## src/rtl/trigger_gen_pkg.sv

```systemverilog
// Shared definitions for the multi-channel two-stage trigger generator:
// FSM state encoding, configuration select codes and control-word layout.
package trigger_gen_pkg;

    typedef enum logic [2:0] {
        ST_IDLE   = 3'd0,
        ST_ARMED  = 3'd1,
        ST_WAIT_B = 3'd2,
        ST_PULSE  = 3'd3,
        ST_DONE   = 3'd4
    } trig_state_e;

    localparam logic [1:0] CFG_SEL_LEVEL_A = 2'b01;
    localparam logic [1:0] CFG_SEL_LEVEL_B = 2'b10;
    localparam logic [1:0] CFG_SEL_CTRL    = 2'b11;

    localparam int CTRL_CH_A_LSB     = 0;
    localparam int CTRL_CH_B_LSB     = 3;
    localparam int CTRL_CH_BITS      = 3;
    localparam int CTRL_POL_A        = 6;
    localparam int CTRL_POL_B        = 7;
    localparam int CTRL_AUTO_REARM   = 8;
    localparam int CTRL_TIMEOUT_LSB  = 16;
    localparam int CTRL_TIMEOUT_BITS = 16;

    // The timeout field counts in units of 256 cycles.
    localparam int TIMEOUT_SHIFT = 8;

endpackage

```

## src/rtl/trigger_chan_sum.sv

```systemverilog
// One ADC channel: unpacks SPW signed samples from the channel word and
// registers their sign-extended sum whenever the channel is sampled.
module trigger_chan_sum #(
    parameter int ADC_DATA_WIDTH = 16,
    parameter int SPW            = 2,
    parameter int SUM_WIDTH      = ADC_DATA_WIDTH + $clog2(SPW) + 1
) (
    input  logic                              clk_i,
    input  logic                              rst_ni,
    input  logic                              sample_en_i,
    input  logic [SPW*ADC_DATA_WIDTH-1:0]     data_i,
    output logic signed [SUM_WIDTH-1:0]       sum_o
);

    logic signed [SUM_WIDTH-1:0] sample_sum;
    logic signed [SUM_WIDTH-1:0] sum_q;

    always_comb begin
        sample_sum = '0;
        for (int s = 0; s < SPW; s++) begin
            sample_sum = sample_sum
                       + SUM_WIDTH'($signed(data_i[s*ADC_DATA_WIDTH +: ADC_DATA_WIDTH]));
        end
    end

    always_ff @(posedge clk_i or negedge rst_ni) begin
        if (!rst_ni) begin
            sum_q <= '0;
        end else if (sample_en_i) begin
            sum_q <= sample_sum;
        end
    end

    assign sum_o = sum_q;

endmodule

```

## src/rtl/trigger_gen_mc.sv

```systemverilog
// Multi-channel two-stage trigger generator: per-channel decimated sums feed
// a stage-A / stage-B level-crossing sequence that emits a stretched trigger1.
module trigger_gen_mc
    import trigger_gen_pkg::*;
#(
    parameter int N_CH           = 4,
    parameter int ADC_DATA_WIDTH = 16,
    parameter int SPW            = 2,
    parameter int WAIT_WIDTH     = 24,
    parameter int HOLDOFF        = 3125000,
    parameter int DELAY_MULT     = 20,
    parameter int CNT_WIDTH      = 16
) (
    input  logic                                 adc_clk,
    input  logic                                 trig_reset_n,
    input  logic [N_CH*SPW*ADC_DATA_WIDTH-1:0]   adc_data,
    input  logic [N_CH-1:0]                      adc_enable,
    input  logic [N_CH-1:0]                      adc_valid,
    input  logic                                 cfg_wr,
    input  logic [1:0]                           cfg_sel,
    input  logic [31:0]                          cfg_data,
    input  logic                                 arm,
    output logic                                 trigger0,
    output logic                                 trigger1,
    output logic [2:0]                           trig_state,
    output logic [CNT_WIDTH-1:0]                 trig_count
);

    localparam int LOG2_SPW      = $clog2(SPW);
    localparam int SUM_WIDTH     = ADC_DATA_WIDTH + LOG2_SPW + 1;
    localparam int WORD_WIDTH    = SPW * ADC_DATA_WIDTH;
    localparam int ELAPSED_WIDTH = CTRL_TIMEOUT_BITS + TIMEOUT_SHIFT;
    localparam logic [WAIT_WIDTH-1:0] HOLDOFF_CNT = WAIT_WIDTH'(HOLDOFF);

    logic signed [SUM_WIDTH-1:0] chan_sum [N_CH];

    for (genvar k = 0; k < N_CH; k++) begin : g_chan
        trigger_chan_sum #(
            .ADC_DATA_WIDTH (ADC_DATA_WIDTH),
            .SPW            (SPW),
            .SUM_WIDTH      (SUM_WIDTH)
        ) u_sum (
            .clk_i       (adc_clk),
            .rst_ni      (trig_reset_n),
            .sample_en_i (adc_enable[k] & adc_valid[k]),
            .data_i      (adc_data[k*WORD_WIDTH +: WORD_WIDTH]),
            .sum_o       (chan_sum[k])
        );
    end

    logic signed [ADC_DATA_WIDTH-1:0]   level_a_q, level_b_q;
    logic [CTRL_CH_BITS-1:0]            ch_a_q, ch_b_q;
    logic                               pol_a_q, pol_b_q, auto_rearm_q;
    logic [CTRL_TIMEOUT_BITS-1:0]       timeout_q;

    always_ff @(posedge adc_clk or negedge trig_reset_n) begin
        if (!trig_reset_n) begin
            level_a_q    <= '0;
            level_b_q    <= '0;
            ch_a_q       <= '0;
            ch_b_q       <= '0;
            pol_a_q      <= 1'b0;
            pol_b_q      <= 1'b0;
            auto_rearm_q <= 1'b0;
            timeout_q    <= '0;
        end else if (cfg_wr) begin
            case (cfg_sel)
                CFG_SEL_LEVEL_A: level_a_q <= cfg_data[ADC_DATA_WIDTH-1:0];
                CFG_SEL_LEVEL_B: level_b_q <= cfg_data[ADC_DATA_WIDTH-1:0];
                CFG_SEL_CTRL: begin
                    ch_a_q       <= cfg_data[CTRL_CH_A_LSB +: CTRL_CH_BITS];
                    ch_b_q       <= cfg_data[CTRL_CH_B_LSB +: CTRL_CH_BITS];
                    pol_a_q      <= cfg_data[CTRL_POL_A];
                    pol_b_q      <= cfg_data[CTRL_POL_B];
                    auto_rearm_q <= cfg_data[CTRL_AUTO_REARM];
                    timeout_q    <= cfg_data[CTRL_TIMEOUT_LSB +: CTRL_TIMEOUT_BITS];
                end
                default: ;
            endcase
        end
    end

    // Out-of-range channel indices never match a loop index and fall back to channel 0.
    logic signed [SUM_WIDTH-1:0] sum_a, sum_b;

    always_comb begin
        sum_a = chan_sum[0];
        sum_b = chan_sum[0];
        for (int k = 1; k < N_CH; k++) begin
            if (int'(ch_a_q) == k) sum_a = chan_sum[k];
            if (int'(ch_b_q) == k) sum_b = chan_sum[k];
        end
    end

    logic signed [SUM_WIDTH-1:0] level_a_ext, level_b_ext;
    logic                        cross_a, cross_b;

    assign level_a_ext = SUM_WIDTH'(level_a_q) <<< LOG2_SPW;
    assign level_b_ext = SUM_WIDTH'(level_b_q) <<< LOG2_SPW;
    assign cross_a     = pol_a_q ? (sum_a < level_a_ext) : (sum_a > level_a_ext);
    assign cross_b     = pol_b_q ? (sum_b < level_b_ext) : (sum_b > level_b_ext);

    trig_state_e                state_q, state_d;
    logic [WAIT_WIDTH-1:0]      cnt_q, cnt_d;
    logic [ELAPSED_WIDTH-1:0]   elapsed_q, elapsed_d;
    logic [CNT_WIDTH-1:0]       count_q, count_d;

    logic [WAIT_WIDTH:0]        cnt_sum;
    logic [WAIT_WIDTH-1:0]      cnt_sat;
    logic [ELAPSED_WIDTH-1:0]   elapsed_inc, timeout_limit;
    logic                       timed_out;

    assign cnt_sum       = {1'b0, cnt_q} + (WAIT_WIDTH+1)'(DELAY_MULT);
    assign cnt_sat       = cnt_sum[WAIT_WIDTH] ? '1 : cnt_sum[WAIT_WIDTH-1:0];
    assign elapsed_inc   = elapsed_q + ELAPSED_WIDTH'(1);
    assign timeout_limit = {timeout_q, {TIMEOUT_SHIFT{1'b0}}};
    assign timed_out     = (timeout_q != '0) && (elapsed_inc >= timeout_limit);

    // The pulse leaves on the cycle its last count is consumed, so trigger1
    // is high for exactly the accumulated delay.
    always_comb begin
        state_d   = state_q;
        cnt_d     = cnt_q;
        elapsed_d = '0;
        count_d   = count_q;
        case (state_q)
            ST_IDLE: begin
                if (cnt_q == '0) state_d = ST_ARMED;
                else             cnt_d   = cnt_q - WAIT_WIDTH'(1);
            end
            ST_ARMED: begin
                cnt_d = '0;
                if (cross_a) state_d = ST_WAIT_B;
            end
            ST_WAIT_B: begin
                cnt_d     = cnt_sat;
                elapsed_d = elapsed_inc;
                if (cross_b)        state_d = ST_PULSE;
                else if (timed_out) state_d = ST_DONE;
            end
            ST_PULSE: begin
                if (cnt_q != '0) cnt_d = cnt_q - WAIT_WIDTH'(1);
                if (cnt_q <= WAIT_WIDTH'(1)) begin
                    state_d = ST_DONE;
                    if (count_q != '1) count_d = count_q + CNT_WIDTH'(1);
                end
            end
            ST_DONE: begin
                if (arm || auto_rearm_q) begin
                    state_d = ST_IDLE;
                    cnt_d   = HOLDOFF_CNT;
                end
            end
            default: begin
                state_d = ST_IDLE;
                cnt_d   = HOLDOFF_CNT;
            end
        endcase
    end

    always_ff @(posedge adc_clk or negedge trig_reset_n) begin
        if (!trig_reset_n) begin
            state_q   <= ST_IDLE;
            cnt_q     <= HOLDOFF_CNT;
            elapsed_q <= '0;
            count_q   <= '0;
        end else begin
            state_q   <= state_d;
            cnt_q     <= cnt_d;
            elapsed_q <= elapsed_d;
            count_q   <= count_d;
        end
    end

    assign trigger0   = (state_q == ST_ARMED);
    assign trigger1   = (state_q == ST_PULSE);
    assign trig_state = state_q;
    assign trig_count = count_q;

endmodule

```

## config.mk

```make
export PLATFORM = sky130hd
export DESIGN_NAME = trigger_gen_mc
export DESIGN_NICKNAME = d
export VERILOG_FILES = /design/src/rtl/trigger_gen_pkg.sv /design/src/rtl/trigger_chan_sum.sv /design/src/rtl/trigger_gen_mc.sv
export SDC_FILE = /design/constraint.sdc
export NUM_CORES = 1
export LEC_CHECK = 0
export BUFFER_PORTS_ARGS = -buffer_cell sky130_fd_sc_hd__clkbuf_2
export CAP_MARGIN = 15
export CORE_MARGIN = 4
export CORE_UTILIZATION = 59
export CTS_BUF_LIST = sky130_fd_sc_hd__clkbuf_8 sky130_fd_sc_hd__clkbuf_16
export CTS_CLUSTER_DIAMETER = 50
export DETAILED_ROUTE_END_ITERATION = 8
export HOLD_SLACK_MARGIN = 0.02
export PLACE_DENSITY = 0.81
export SKIP_LAST_GASP = 1
export SLEW_MARGIN = 10
export SYNTH_ARGS = -nofsm -noshare
export SYNTH_HDL_FRONTEND = slang
export SYNTH_HIERARCHICAL = 1
export SYNTH_SLANG_ARGS = --single-unit
```

## constraint.sdc

```tcl
create_clock -name adc_clk -period 4.58 [get_ports adc_clk]
set_input_delay 0 -clock adc_clk [delete_from_list [all_inputs] [get_ports adc_clk]]
set_output_delay 0 -clock adc_clk [all_outputs]
set_load 0.05 [all_outputs]
```

* Word-level counts from Yosys, hierarchy flattened
Cells that the tools add are included. Widths: inputs -> output; s select.
Word-level totals: register bits 196, bits of input ports 174, output and inout port bits 21, logic and storage cells 88
Operators by class: add/sub/neg operators 8, $lt $le $gt $ge 6, equality and inequality tests 21, multiplexer cells 21, bitwise logic cells 4, reduce and logical (&&, ||, !) cells 12
Operators by type and width (number):
- $mux 24 | 5
- $pmux 24 s5 | 1
- $mux 18 | 6
- $add 16x16->17 | 4
- $gt 18x17->1 | 2
- $lt 18x17->1 | 2
- $add 24x5->25 const B | 1
- $add 24x1->24 const B | 1
- $ge 24x24->1 | 1
- $le 24x1->1 const B | 1
- $logic_not 24->1 | 1
- $reduce_bool 24->1 | 1
- $sub 24x1->24 const B | 1
- $mux 3 | 6
- $add 16x1->16 const B | 1
- $ne 16x16->1 const B | 1
- $reduce_bool 16->1 | 1
- $eq 3x3->1 const B | 5
- $pmux 3 s5 | 1
- $eq 3x2->1 const B | 4
- $ne 2x1->1 const B | 3
- $ne 2x2->1 const B | 3
- $reduce_and 2->1 | 3
- $reduce_and 3->1 | 2
- other kinds (10) | 15

* Depth between registers and ports, before layout
Gate-level depths: netlist (run 1).
depth after elaboration 8, depth in mapped cells 16, mapped depth without buffers 16

* Modules after synthesis
The synthesis (run 1) kept the hierarchy.
Modules (own cells, without submodules):
- trigger_gen_mc | instances 1, cells each 1016, area an instance 8767.2 um^2, sequential area each 3118.0 um^2
- trigger_chan_sum at g_chan[0].u_sum ... | instances 3, cells each 155, area an instance 1457.6 um^2, sequential area each 425.4 um^2
- trigger_chan_sum at g_chan[2].u_sum | instances 1, cells each 153, area an instance 1455.1 um^2, sequential area each 425.4 um^2

* Least setup slack after synthesis (run 1)
Ideal clock, no wire load.
kind flip-flop to flip-flop, from register ch_b_q[2], to register state_q[1] (netlist: trig_state[1]), library setup time 121 ps, arrival 3364 ps, required time 4459 ps, setup slack 1095 ps, cell stages (with the launch flop) 16, path buffers 2, clock period less this slack 3485 ps, cell sequence dfrtp_1 nor3b_1 buf_1 buf_2 mux2i_1 nor2_1 a21oi_1 o21ai_0 ha_1 nand4_1 nor4_1 o21ai_0 and3_1 o21ai_0 o311ai_1 a22o_1
Between the ends: cells in the longest elaborated chain, start to end 8, elaborated cells between the ends (all ways) 13, classes of those cells order compare (2); eq/ne (4); mux (6); reduce/logical (1)
Ends and longest elaborated chain:
- start: declaration | RTL line trigger_gen_mc.sv:52 | logic [CTRL_CH_BITS-1:0] ch_a_q, ch_b_q;
- start signal: assignment | RTL line trigger_gen_mc.sv:72 | ch_b_q <= cfg_data[CTRL_CH_B_LSB +: CTRL_CH_BITS];
- $eq 3x2->1 | RTL line trigger_gen_mc.sv:91 | if (int'(ch_b_q) == k) sum_b = chan_sum[k];
- $mux 18 (2 in series) | RTL line trigger_gen_mc.sv:91
- $mux 18 (*) | RTL line trigger_gen_mc.sv:91
- $gt 18x17->1 / $lt 18x17->1 (equally long branches) | RTL line trigger_gen_mc.sv:101 | assign cross_b = pol_b_q ? (sum_b < level_b_ext) : (sum_b > level_b_ext);
- $mux 1 (*) | RTL line trigger_gen_mc.sv:101
- $ne 3x3->1 (no line) / $mux 3 (equally long branches)
- $reduce_and 5->1 (no line) / $pmux 3 s5 (equally long branches)
- end signal: assignment | RTL line trigger_gen_mc.sv:168 | state_q <= state_d;
- end: declaration | RTL line trigger_gen_mc.sv:103 | trig_state_e state_q, state_d;
Every way passes the cells marked *; elsewhere a longest branch is shown, timed or not. A chain may end at the register's enable or synchronous reset.

* Worst setup path after layout (run 1)
Same ends and word-level chain as after synthesis.

==> results.sh, run 1 <==
export IMPL_cpPeakStageDelay_ns=0.46
export IMPL_min_period_ns=3.88
export IMPL_num_vias=12969
export IMPL_grt_ovfl_total=0
export IMPL_ys_warn_count=6
export IMPL_final_setup_skew_ns=0.0110
export IMPL_rsz0062_at_grt="no"
export IMPL_htreeDepth=4
export IMPL_dpl_hpwl_microns=28100
export IMPL_drc_errors=0
export IMPL_fmax_mhz=257
export IMPL_synth_seq_cells=192
export IMPL_async_flop_share=1.00
export IMPL_min_to="g_chan[3].u_sum/sum_o[1]"
export IMPL_tns_ns=0
export IMPL_cp_end_kind="register"
export IMPL_worstHoldStart="adc_data[97]"
export IMPL_cts_resized=0
export IMPL_die_area_sq_um=27300
export IMPL_cp_slowest_cell="dfrtp_1"
export IMPL_fillers=1886
export IMPL_groute_usage_overall=0.276
export IMPL_drv_slew=0
export IMPL_cts_path_max_buffers=2
export IMPL_rrSetupSlack_ns=0.70
export IMPL_post_cts_buffers=0
export IMPL_cts_buffers=17
export IMPL_layout_drive_gt1_share=0.218
export IMPL_ant_nets=0
export IMPL_syn_area_sq_um=14600
export IMPL_maxCapViolations=0
export IMPL_core_rowCount=57
export IMPL_fin_crit_sh=0.848
export IMPL_coreArea_sq_um=24300
export IMPL_viasPerCell=5.99
export IMPL_first_pass_iters=6
export IMPL_wirelength_microns=37300
export IMPL_fp_dieH_microns=165
export IMPL_syn_area_per_cell_sq_um=8.93
export IMPL_wl_per_cell_microns=17.2
export IMPL_antenna_found_initial=0
export IMPL_hold_violations=0
export IMPL_cp_arrival_ns=4.27
export IMPL_max_slew_margin_rel=0.190
export IMPL_crit_top_cell="o21ai_0"
export IMPL_ys_seq_area_frac=0.330
export IMPL_start_util=0.600
export IMPL_hold_depth=3
export IMPL_insertion_delay_ns=0.44
export IMPL_worstPathRequired_ns=4.96
export IMPL_r2r_start="ch_b_q[2]"
export IMPL_synthDistinctLibCells=76
export IMPL_hold_path_class="input pin to register"
export IMPL_synth_nets=1932
export IMPL_port_buffers=194
export IMPL_ys_flop_type="dfrtp_1"
export IMPL_setup_viol=0
export IMPL_drt_iter0_drc=934
export IMPL_crit_family="compound AO/OA/AOI/OAI gates"
export IMPL_r2r_end="trig_state[1]"
export IMPL_io_pins=195
export IMPL_synth_edf_count=0
export IMPL_diodes=0
export IMPL_cts_root_buf="clkbuf_16"
export IMPL_postSynthCellCount=1634
export IMPL_crit_chain="nor3b_2, buf_4, mux2i_1, nor2_1, a21oi_1, o21ai_0, ha_1, nand4_1, nor4_1, o21ai_0, and3_1, o21ai_0, o21ai_1, o311ai_1, a22o_1"
export IMPL_critPathMaxFanout=17
export IMPL_grt_pass1_wl_microns=61700
export IMPL_start_kind="register"
export IMPL_dieWidth_microns=165
export IMPL_nets=2125
export IMPL_ir_drop_uv=373
export IMPL_grt_pass1_vias=12654
export IMPL_leakage_uw=0.00768
export IMPL_grt_start_max_net_pins=92
export IMPL_synthToLayoutAreaGrowth_pct=15.5
export IMPL_max_slew_worst_pin_slew_ns=1.21
export IMPL_power_density_nw_per_um2=411
export IMPL_cp_num_buf_inv=1
export IMPL_worstRegToRegCells=15
export IMPL_status="complete, no violations"
export IMPL_cts_sinks=192
export IMPL_gp_congestion=0.949
export IMPL_cts_clk_slew_worst_paths_ns=0.08
export IMPL_power_uw=6930
export IMPL_path_class="register to register"
export IMPL_cts_tree="done"
[report_power, final]
| part | internal, uW | switching (uW) |
|---|---|---|
| sequential | 2080 | 481 |
| combinational | 1180 | 1580 |
| clock | 895 | 714 |
| total | 4160 | 2770 |
[worst reg2reg max path, cell delays in order (launching register included)]
cell and delay, ns:
dfrtp_1 0.46, nor3b_2 0.21, buf_4 0.34, mux2i_1 0.23, nor2_1 0.05, a21oi_1 0.11
o21ai_0 0.10, ha_1 0.38, nand4_1 0.18, nor4_1 0.46, o21ai_0 0.19, and3_1 0.21
o21ai_0 0.42, o21ai_1 0.17, o311ai_1 0.12, a22o_1 0.19
[placed cells by master, fill, tap and decap left out, drive strengths merged, types with 30 or more instances in the layout]
| cell | n |
|---|---|
| inv | 91 |
| nand2 | 138 |
| a21oi | 130 |
| clkbuf | 211 |
| nand3 | 56 |
| dfrtp | 180 |
| dlygate4sd3 | 52 |
| mux2 | 106 |
| nor2 | 135 |
| nand4 | 30 |
| a211oi | 31 |
| o21ai | 136 |
| ha | 120 |
| xor2 | 46 |
| xnor2 | 42 |
| mux2i | 37 |
[metrics by stage]
stage,worst slack [ns],utilization,cells,hold slack (ns),cell area (sq um)
4_1_cts,0.678,0.693,2164,0.0227,16900
2_1_floorplan,1.09,-,1634,-0.296,14600
6_report,0.695,0.693,2164,0.0254,16900
3_3_place_gp,0.909,0.646,2080,0.137,15700
3_5_place_dp,0.725,0.646,2080,0.140,15700
5_1_grt,0.158,0.693,2164,0.0360,16900
[routing by layer]
metal | vias to the layer above | track usage | routed length, microns
li1 | 6280 | - | -
met1 | 6168 | 0.365 | 16000
met2 | 458 | 0.473 | 18300
met3 | 63 | 0.0367 | 2130
met4 | 0 | 0.0820 | 822
met5 | - | 0 | 0
[layout make-up]
type                    count  area, sq um  share of cell area
multi-input cells        1273         9080               0.539
flip-flops and latches    192         4820               0.286
repair buffers            259         1600              0.0947
clock buffers              18          439              0.0261
well taps                 324          405              0.0241
inverters                  84          315              0.0187
clock inverters            14          193              0.0114
[state kept, by name (all words and copies together) (netlist names)]
| signal | count |
|---|---|
| g_chan.u_sum/sum_o | 68 |
| cnt_q | 24 |
| elapsed_q | 24 |
| level_a_q | 16 |
| level_b_q | 16 |
| timeout_q | 16 |
| trig_count | 16 |
| ch_a_q | 3 |
| ch_b_q | 3 |
| trig_state | 3 |
| auto_rearm_q | 1 |
| pol_a_q | 1 |
| pol_b_q | 1 |
[how the worst max path moves through the flow]
stage | startpoint | to | slack (ns) | cells after the start
final | ch_b_q[2] | trig_state[1] | 0.70 | 15
after global routing | ch_b_q[2] | trig_state[1] | 0.16 | 15
after CTS | ch_b_q[2] | trig_state[1] | 0.68 | 15
after detailed placement | ch_b_q[2] | trig_state[1] | 0.72 | 15
after global placement | ch_b_q[2] | trig_state[1] | 0.91 | 15
after floorplan | ch_b_q[2] | trig_state[1] | 1.09 | 15
[cells in the mapped netlist, drive strengths merged (7+ instances only)]
| cell type | number | area, sq um |
|---|---|---|
| nor4 | 13 | 109 |
| mux2 | 106 | 1210 |
| o31ai | 14 | 180 |
| xor2 | 46 | 403 |
| nand2 | 138 | 521 |
| and3 | 17 | 106 |
| nor2 | 135 | 522 |
| nor2b | 8 | 50.1 |
| nand4 | 30 | 188 |
| o21ai | 136 | 692 |
| dfrtp | 180 | 4500 |
| dfstp | 12 | 315 |
| and2 | 24 | 150 |
| o22ai | 9 | 56.3 |
| nand3b | 10 | 75.1 |
| a21o | 17 | 128 |
| buf | 37 | 220 |
| o221ai | 7 | 61.3 |
| clkbuf | 48 | 180 |
| a31oi | 19 | 119 |
| mux2i | 37 | 370 |
| xnor2 | 42 | 368 |
| a21oi | 130 | 651 |
| ha | 120 | 1500 |
| inv | 84 | 315 |
| nand3 | 56 | 285 |
| a211oi | 31 | 293 |
| nor3 | 26 | 130 |
| o21bai | 16 | 120 |
[repair_timing]
action                                  CTS  global route
hold buffers                             52             0
endpoints found under the hold margin   150             0
endpoints found under the setup margin    0             0
[logic make-up after synthesis]
logic type	share of synthesized area
DFF	0.330
xor gates and xnor gates	0.0528
muxes	0.108
AOI/OAI and AO/OA	0.189
adders and majority gates	0.108
buffers and inverters	0.0490
and+or+nand+nor	0.163
Note: power is estimated with default switching activity, not from simulation.
==> run 2: changes to the inputs <==
--- a/config.mk
+++ b/config.mk
@@ -8,12 +8,12 @@
 export BUFFER_PORTS_ARGS = -buffer_cell sky130_fd_sc_hd__clkbuf_2
 export CAP_MARGIN = 15
 export CORE_MARGIN = 4
-export CORE_UTILIZATION = 59
+export CORE_UTILIZATION = 54
 export CTS_BUF_LIST = sky130_fd_sc_hd__clkbuf_8 sky130_fd_sc_hd__clkbuf_16
 export CTS_CLUSTER_DIAMETER = 50
 export DETAILED_ROUTE_END_ITERATION = 8
 export HOLD_SLACK_MARGIN = 0.02
-export PLACE_DENSITY = 0.81
+export PLACE_DENSITY = 0.78
 export SKIP_LAST_GASP = 1
 export SLEW_MARGIN = 10
 export SYNTH_ARGS = -nofsm -noshare
==> constraint.sdc (replaced) <==
create_clock -name adc_clk -period 3.2 [get_ports adc_clk]
set_input_delay 0 -clock adc_clk [delete_from_list [all_inputs] [get_ports adc_clk]]
set_output_delay 0 -clock adc_clk [all_outputs]
set_load 0.05 [all_outputs]
==> results.sh, run 2 (synthesis results as in run 1) <==
export IMPL_port_buffers=194
export IMPL_power_density_nw_per_um2=584
export IMPL_largest_register_ffs=68
export IMPL_gp_congestion=0.922
export IMPL_fillers=2027
export IMPL_min_period_ns=3.26
export IMPL_wl_per_cell_microns=17.7
export IMPL_grt_ovfl_total=0
export IMPL_hold_path_class="input pin to register"
export IMPL_dieWidth_microns=172
export IMPL_fp_dieH_microns=172
export IMPL_die_area_sq_um=29700
export IMPL_hold_violations=0
export IMPL_drc_errors=0
export IMPL_place_inst=2136
export IMPL_first_pass_iters=5
export IMPL_nets=2191
export IMPL_cts_sinks=192
export IMPL_violations="negative setup slack"
export IMPL_grt_pass1_vias=13033
export IMPL_start_kind="register"
export IMPL_cts_tree="done"
export IMPL_leakage_uw=0.00806
export IMPL_status="finished with violations"
export IMPL_instances_no_fill=2244
export IMPL_cp_arrival_ns=3.60
export IMPL_setup_viol=2
export IMPL_wirelength_microns=39700
export IMPL_grt_start_max_net_pins=78
export IMPL_cp_end_kind="register"
export IMPL_grt_pass1_wl_microns=64000
export IMPL_num_vias=13177
export IMPL_io_pins=195
export IMPL_max_slew_worst_pin_slew_ns=1.01
export IMPL_power_uw=10300
export IMPL_synthToLayoutAreaGrowth_pct=21.1
export IMPL_layout_drive_gt1_share=0.257
export IMPL_drv_slew=0
export IMPL_worstPathRequired_ns=3.54
export IMPL_place_area_sq_um=16200
export IMPL_cts_root_buf="clkbuf_16"
export IMPL_core_rowCount=59
export IMPL_cts_buffers=17
export IMPL_regArea_sq_um=4820
export IMPL_tns_ns=-0.109
export IMPL_mostFrequentLayoutCells="clkbuf_2 (193), dfrtp_1 (180), nand2_1 (137), nor2_1 (129), a21oi_1 (126)"
export IMPL_ant_nets=0
export IMPL_viasPerCell=5.87
export IMPL_groute_usage_overall=0.262
export IMPL_dpl_hpwl_microns=29300
export IMPL_cts_path_max_buffers=2
export IMPL_max_slew_margin_rel=0.325
export IMPL_fin_crit_sh=1.02
export IMPL_final_setup_skew_ns=0.0119
export IMPL_ir_drop_uv=501
export IMPL_cts_clk_slew_worst_paths_ns=0.07
export IMPL_multi_input_area_sq_um=9230
export IMPL_insertion_delay_ns=0.46
export IMPL_path_class="register to register"
export IMPL_antenna_found_initial=1
export IMPL_postLayoutCellArea_sq_um=17700
export IMPL_maxCapViolations=0
export IMPL_coreArea_sq_um=26400
export IMPL_fmax_mhz=306
export IMPL_final_common_cell="clkbuf_2"
export IMPL_start_util=0.554
export IMPL_hold_slack_ns=0.0236
export IMPL_drt_iter0_drc=1039
export IMPL_fin_ws_ns=-0.0636
export IMPL_htreeDepth=4
export IMPL_critPathMaxFanout=5
export IMPL_rsz0062_at_grt="yes"
## run 2: cell count changes in the layout (fill, tap and decap cells not counted), sizes merged
cell         previous run  this run
buf                    14        74
bufinv                  3         0
clkinv                  4         7
clkinvlp                0         2
diode                   0         3
dlygate4sd3            52        57
inv                    91        90
## run 2: worst max-delay path, stage by stage (launching register included)
cell	delay, ns
dfrtp_1	0.39
nor3b_2	0.20
buf_6	0.17
buf_4	0.12
mux2i_1	0.20
nor2_1	0.06
a21oi_1	0.10
o21ai_0	0.09
ha_1	0.31
nand4_1	0.17
buf_4	0.16
nor2_2	0.04
a211oi_2	0.31
and3_4	0.24
o21ai_4	0.08
o21ai_2	0.11
o311ai_1	0.13
a22o_1	0.26
## run 2: area by class of cell
type | count | share of cell area
diodes | 3 | 0.000425
clock buffers | 17 | 0.0241
clock inverters | 15 | 0.0108
inverters | 84 | 0.0178
multi-input cells | 1273 | 0.522
flip-flops and latches | 192 | 0.273
well taps | 335 | 0.0237
repair buffers | 325 | 0.128
## run 2: through the flow
stage	utilization	setup WS, ns
6_report	0.671	-0.0636
5_1_grt	0.671	-0.223
4_1_cts	0.665	0.00151
3_5_place_dp	0.613	-0.241
3_3_place_gp	0.613	-0.0716
2_1_floorplan	-	0.0542
## run 2: path summary, 6_finish.rpt
| kind | start | endpoint | slack, ns | depth (start not counted) |
|---|---|---|---|---|
| worst min register to register | elapsed_q[0] | elapsed_q[0] | 0.49 | 1 |
| max in group asynchronous | trig_reset_n | g_chan[3].u_sum/sum_o[7] | 2.18 | 3 |
| min in group asynchronous | trig_reset_n | timeout_q[14] | 0.13 | 2 |
| worst min-delay path | adc_data[1] | g_chan[0].u_sum/sum_o[1] | 0.02 | 3 |
| worst max register to register | ch_b_q[1] | trig_state[1] | -0.06 | 17 |
| worst max-delay path | ch_b_q[1] | trig_state[1] | -0.06 | 17 |
## run 2: power breakdown
group / leakage, uW / switching, uW / internal [uW] / total [uW]
sequential: 0.00236 / 684 / 2980 / 3670
clock: 0.000291 / 1120 / 1070 / 2190
combinational: 0.00541 / 2470 / 2000 / 4470
total: 0.00806 / 4280 / 6050 / 10300
## run 2: metal layers
layer	vias to the layer above	wire length [microns]	track usage
li1	6404	-	-
met1	6325	17200	0.348
met2	400	19700	0.448
met3	48	2090	0.0389
met4	0	809	0.0742
met5	-	0	0
## run 2: repair_timing
| action | in CTS | in global routing |
|---|---|---|
| setup endpoints to repair | 3 | 3 |
| gates cloned | 0 | 1 |
| resized for setup | 24 | 21 |
| hold buffers | 57 | 0 |
| setup buffers | 10 | 5 |
| pin swaps | 5 | 21 |
| hold endpoints to repair | 139 | 0 |
==> run 3: changes to the inputs <==
--- a/config.mk
+++ b/config.mk
@@ -14,6 +14,7 @@
 export DETAILED_ROUTE_END_ITERATION = 8
 export HOLD_SLACK_MARGIN = 0.02
 export PLACE_DENSITY = 0.78
+export SKIP_CTS_REPAIR_TIMING = 1
 export SKIP_LAST_GASP = 1
 export SLEW_MARGIN = 10
 export SYNTH_ARGS = -nofsm -noshare
==> results.sh, run 3 (synthesis results as in run 1) <==
export IMPL_final_common_cell="clkbuf_2"
export IMPL_cp_arrival_ns=3.70
export IMPL_hold_depth=4
export IMPL_cts_buffers=17
export IMPL_min_to="g_chan[1].u_sum/sum_o[16]"
export IMPL_diodes=0
export IMPL_fp_dieH_microns=172
export IMPL_worstHoldStart="adc_data[63]"
export IMPL_insertion_delay_ns=0.45
export IMPL_cts_root_buf="clkbuf_16"
export IMPL_start_util=0.554
export IMPL_antenna_found_initial=0
export IMPL_cpPeakStageDelay_ns=0.43
export IMPL_grt_pass1_vias=12536
export IMPL_cp_num_buf_inv=4
export IMPL_ant_nets=0
export IMPL_viasPerCell=5.94
export IMPL_critPathMaxFanout=6
export IMPL_io_pins=195
export IMPL_crit_family="compound AO/OA/AOI/OAI gates"
export IMPL_power_density_nw_per_um2=584
export IMPL_cts_clk_slew_worst_paths_ns=0.07
export IMPL_final_setup_skew_ns=0.0108
export IMPL_die_area_sq_um=29700
export IMPL_grt_ovfl_total=0
export IMPL_fin_ws_ns=-0.168
export IMPL_fillers=2057
export IMPL_cp_slowest_cell="dfrtp_1"
export IMPL_multi_input_area_sq_um=9230
export IMPL_largest_register_ffs=68
export IMPL_drv_slew=0
export IMPL_grt_pass1_wl_microns=61900
export IMPL_layout_drive_gt1_share=0.255
export IMPL_synthToLayoutAreaGrowth_pct=20.2
export IMPL_cts_tree="done"
export IMPL_path_class="register to register"
export IMPL_dieWidth_microns=172
export IMPL_first_pass_iters=7
export IMPL_status="finished with violations"
export IMPL_setup_viol=3
export IMPL_path_depth=18
export IMPL_core_rowCount=59
export IMPL_hold_slack_ns=-0.0164
export IMPL_rsz0062_at_grt="yes"
export IMPL_r2r_end="trig_state[1]"
export IMPL_r2r_start="ch_b_q[1]"
export IMPL_mostFrequentLayoutCells="clkbuf_2 (193), dfrtp_1 (180), nand2_1 (137), nor2_1 (130), a21oi_1 (127)"
export IMPL_drc_errors=0
export IMPL_maxCapViolations=0
export IMPL_groute_usage_overall=0.253
export IMPL_crit_chain="nor3b_2, buf_6, buf_12, buf_4, mux2i_1, nor2_1, a21oi_1, o21ai_0, ha_1, nand4_1, buf_4, a211oi_2, a211oi_2, and3_4, o21ai_4, o21ai_2, o311ai_1, a22o_1"
export IMPL_wl_per_cell_microns=17.7
export IMPL_violations="negative hold slack, negative setup slack"
export IMPL_rrSetupSlack_ns=-0.17
export IMPL_min_period_ns=3.37
export IMPL_htreeDepth=4
export IMPL_final_util=0.666
export IMPL_dpl_hpwl_microns=29300
export IMPL_cts_sinks=192
export IMPL_cp_end_kind="register"
export IMPL_port_buffers=194
export IMPL_fin_crit_sh=1.05
export IMPL_gp_congestion=0.922
export IMPL_hold_path_class="input pin to register"
export IMPL_max_slew_margin_rel=0.306
export IMPL_coreArea_sq_um=26400
export IMPL_worstPathRequired_ns=3.53
export IMPL_leakage_uw=0.00800
export IMPL_grt_start_max_net_pins=78
export IMPL_nets=2179
export IMPL_regArea_sq_um=4820
export IMPL_num_vias=13247
export IMPL_fmax_mhz=297
export IMPL_cts_path_max_buffers=2
export IMPL_wirelength_microns=39500
export IMPL_worstRegToRegCells=18
export IMPL_max_slew_worst_pin_slew_ns=1.04
export IMPL_hold_violations=2
export IMPL_start_kind="register"
export IMPL_ir_drop_uv=493
export IMPL_drt_iter0_drc=1042
-- run 3: worst max-delay path by stage --
stage               from       endpoint  slack [ns]
2_1_floorplan  ch_b_q[2]  trig_state[1]        0.05
3_3_place_gp   ch_b_q[1]  trig_state[1]       -0.07
3_5_place_dp   ch_b_q[1]  trig_state[1]       -0.24
4_1_cts        ch_b_q[1]  trig_state[1]       -0.33
5_1_grt        ch_b_q[1]  trig_state[1]       -0.29
6_report       ch_b_q[1]  trig_state[1]       -0.17
-- run 3: final cells by class --
| cell class | count | area share |
|---|---|---|
| inverters | 84 | 0.0180 |
| clock buffers | 17 | 0.0243 |
| multi-input cells | 1273 | 0.526 |
| repair buffers | 313 | 0.122 |
| flip-flops and latches | 192 | 0.275 |
| well taps | 335 | 0.0239 |
| clock inverters | 15 | 0.0109 |
-- run 3: tightest hold or removal path: cells and delay by family --
kind | cells | cell delay, ns
compound gates | 1 | 0.07
fa+ha+maj | 1 | 0.16
buf+inv | 1 | 0.08
simple gates | 1 | 0.08
-- run 3: metrics by stage --
stage / area [sq um] / std cells / worst slack (ns) / total power (uW) / TNS, ns
after floorplan: 14600 / 1634 / 0.0542 / 6410 / 0
after global placement: 16200 / 2136 / -0.0716 / 7560 / -0.163
after detailed placement: 16200 / 2136 / -0.241 / 7710 / -0.666
after CTS: 16800 / 2168 / -0.333 / 9940 / -0.923
after global routing: 17500 / 2229 / -0.288 / 10900 / -0.742
final: 17500 / 2229 / -0.168 / 10300 / -0.397
-- run 3: layer usage --
layer	GRT usage	share of wire
met2	0.427	0.49
met4	0.0694	0.019
met5	0	0
met3	0.0359	0.056
met1	0.342	0.43
-- run 3: report_power, final --
part	total [uW]	leakage [uW]	switching (uW)	internal, uW
logic	4410	0.00535	2450	1950
clock network	2170	0.000291	1110	1070
registers	3670	0.00236	688	2980
total	10300	0.00800	4250	6000
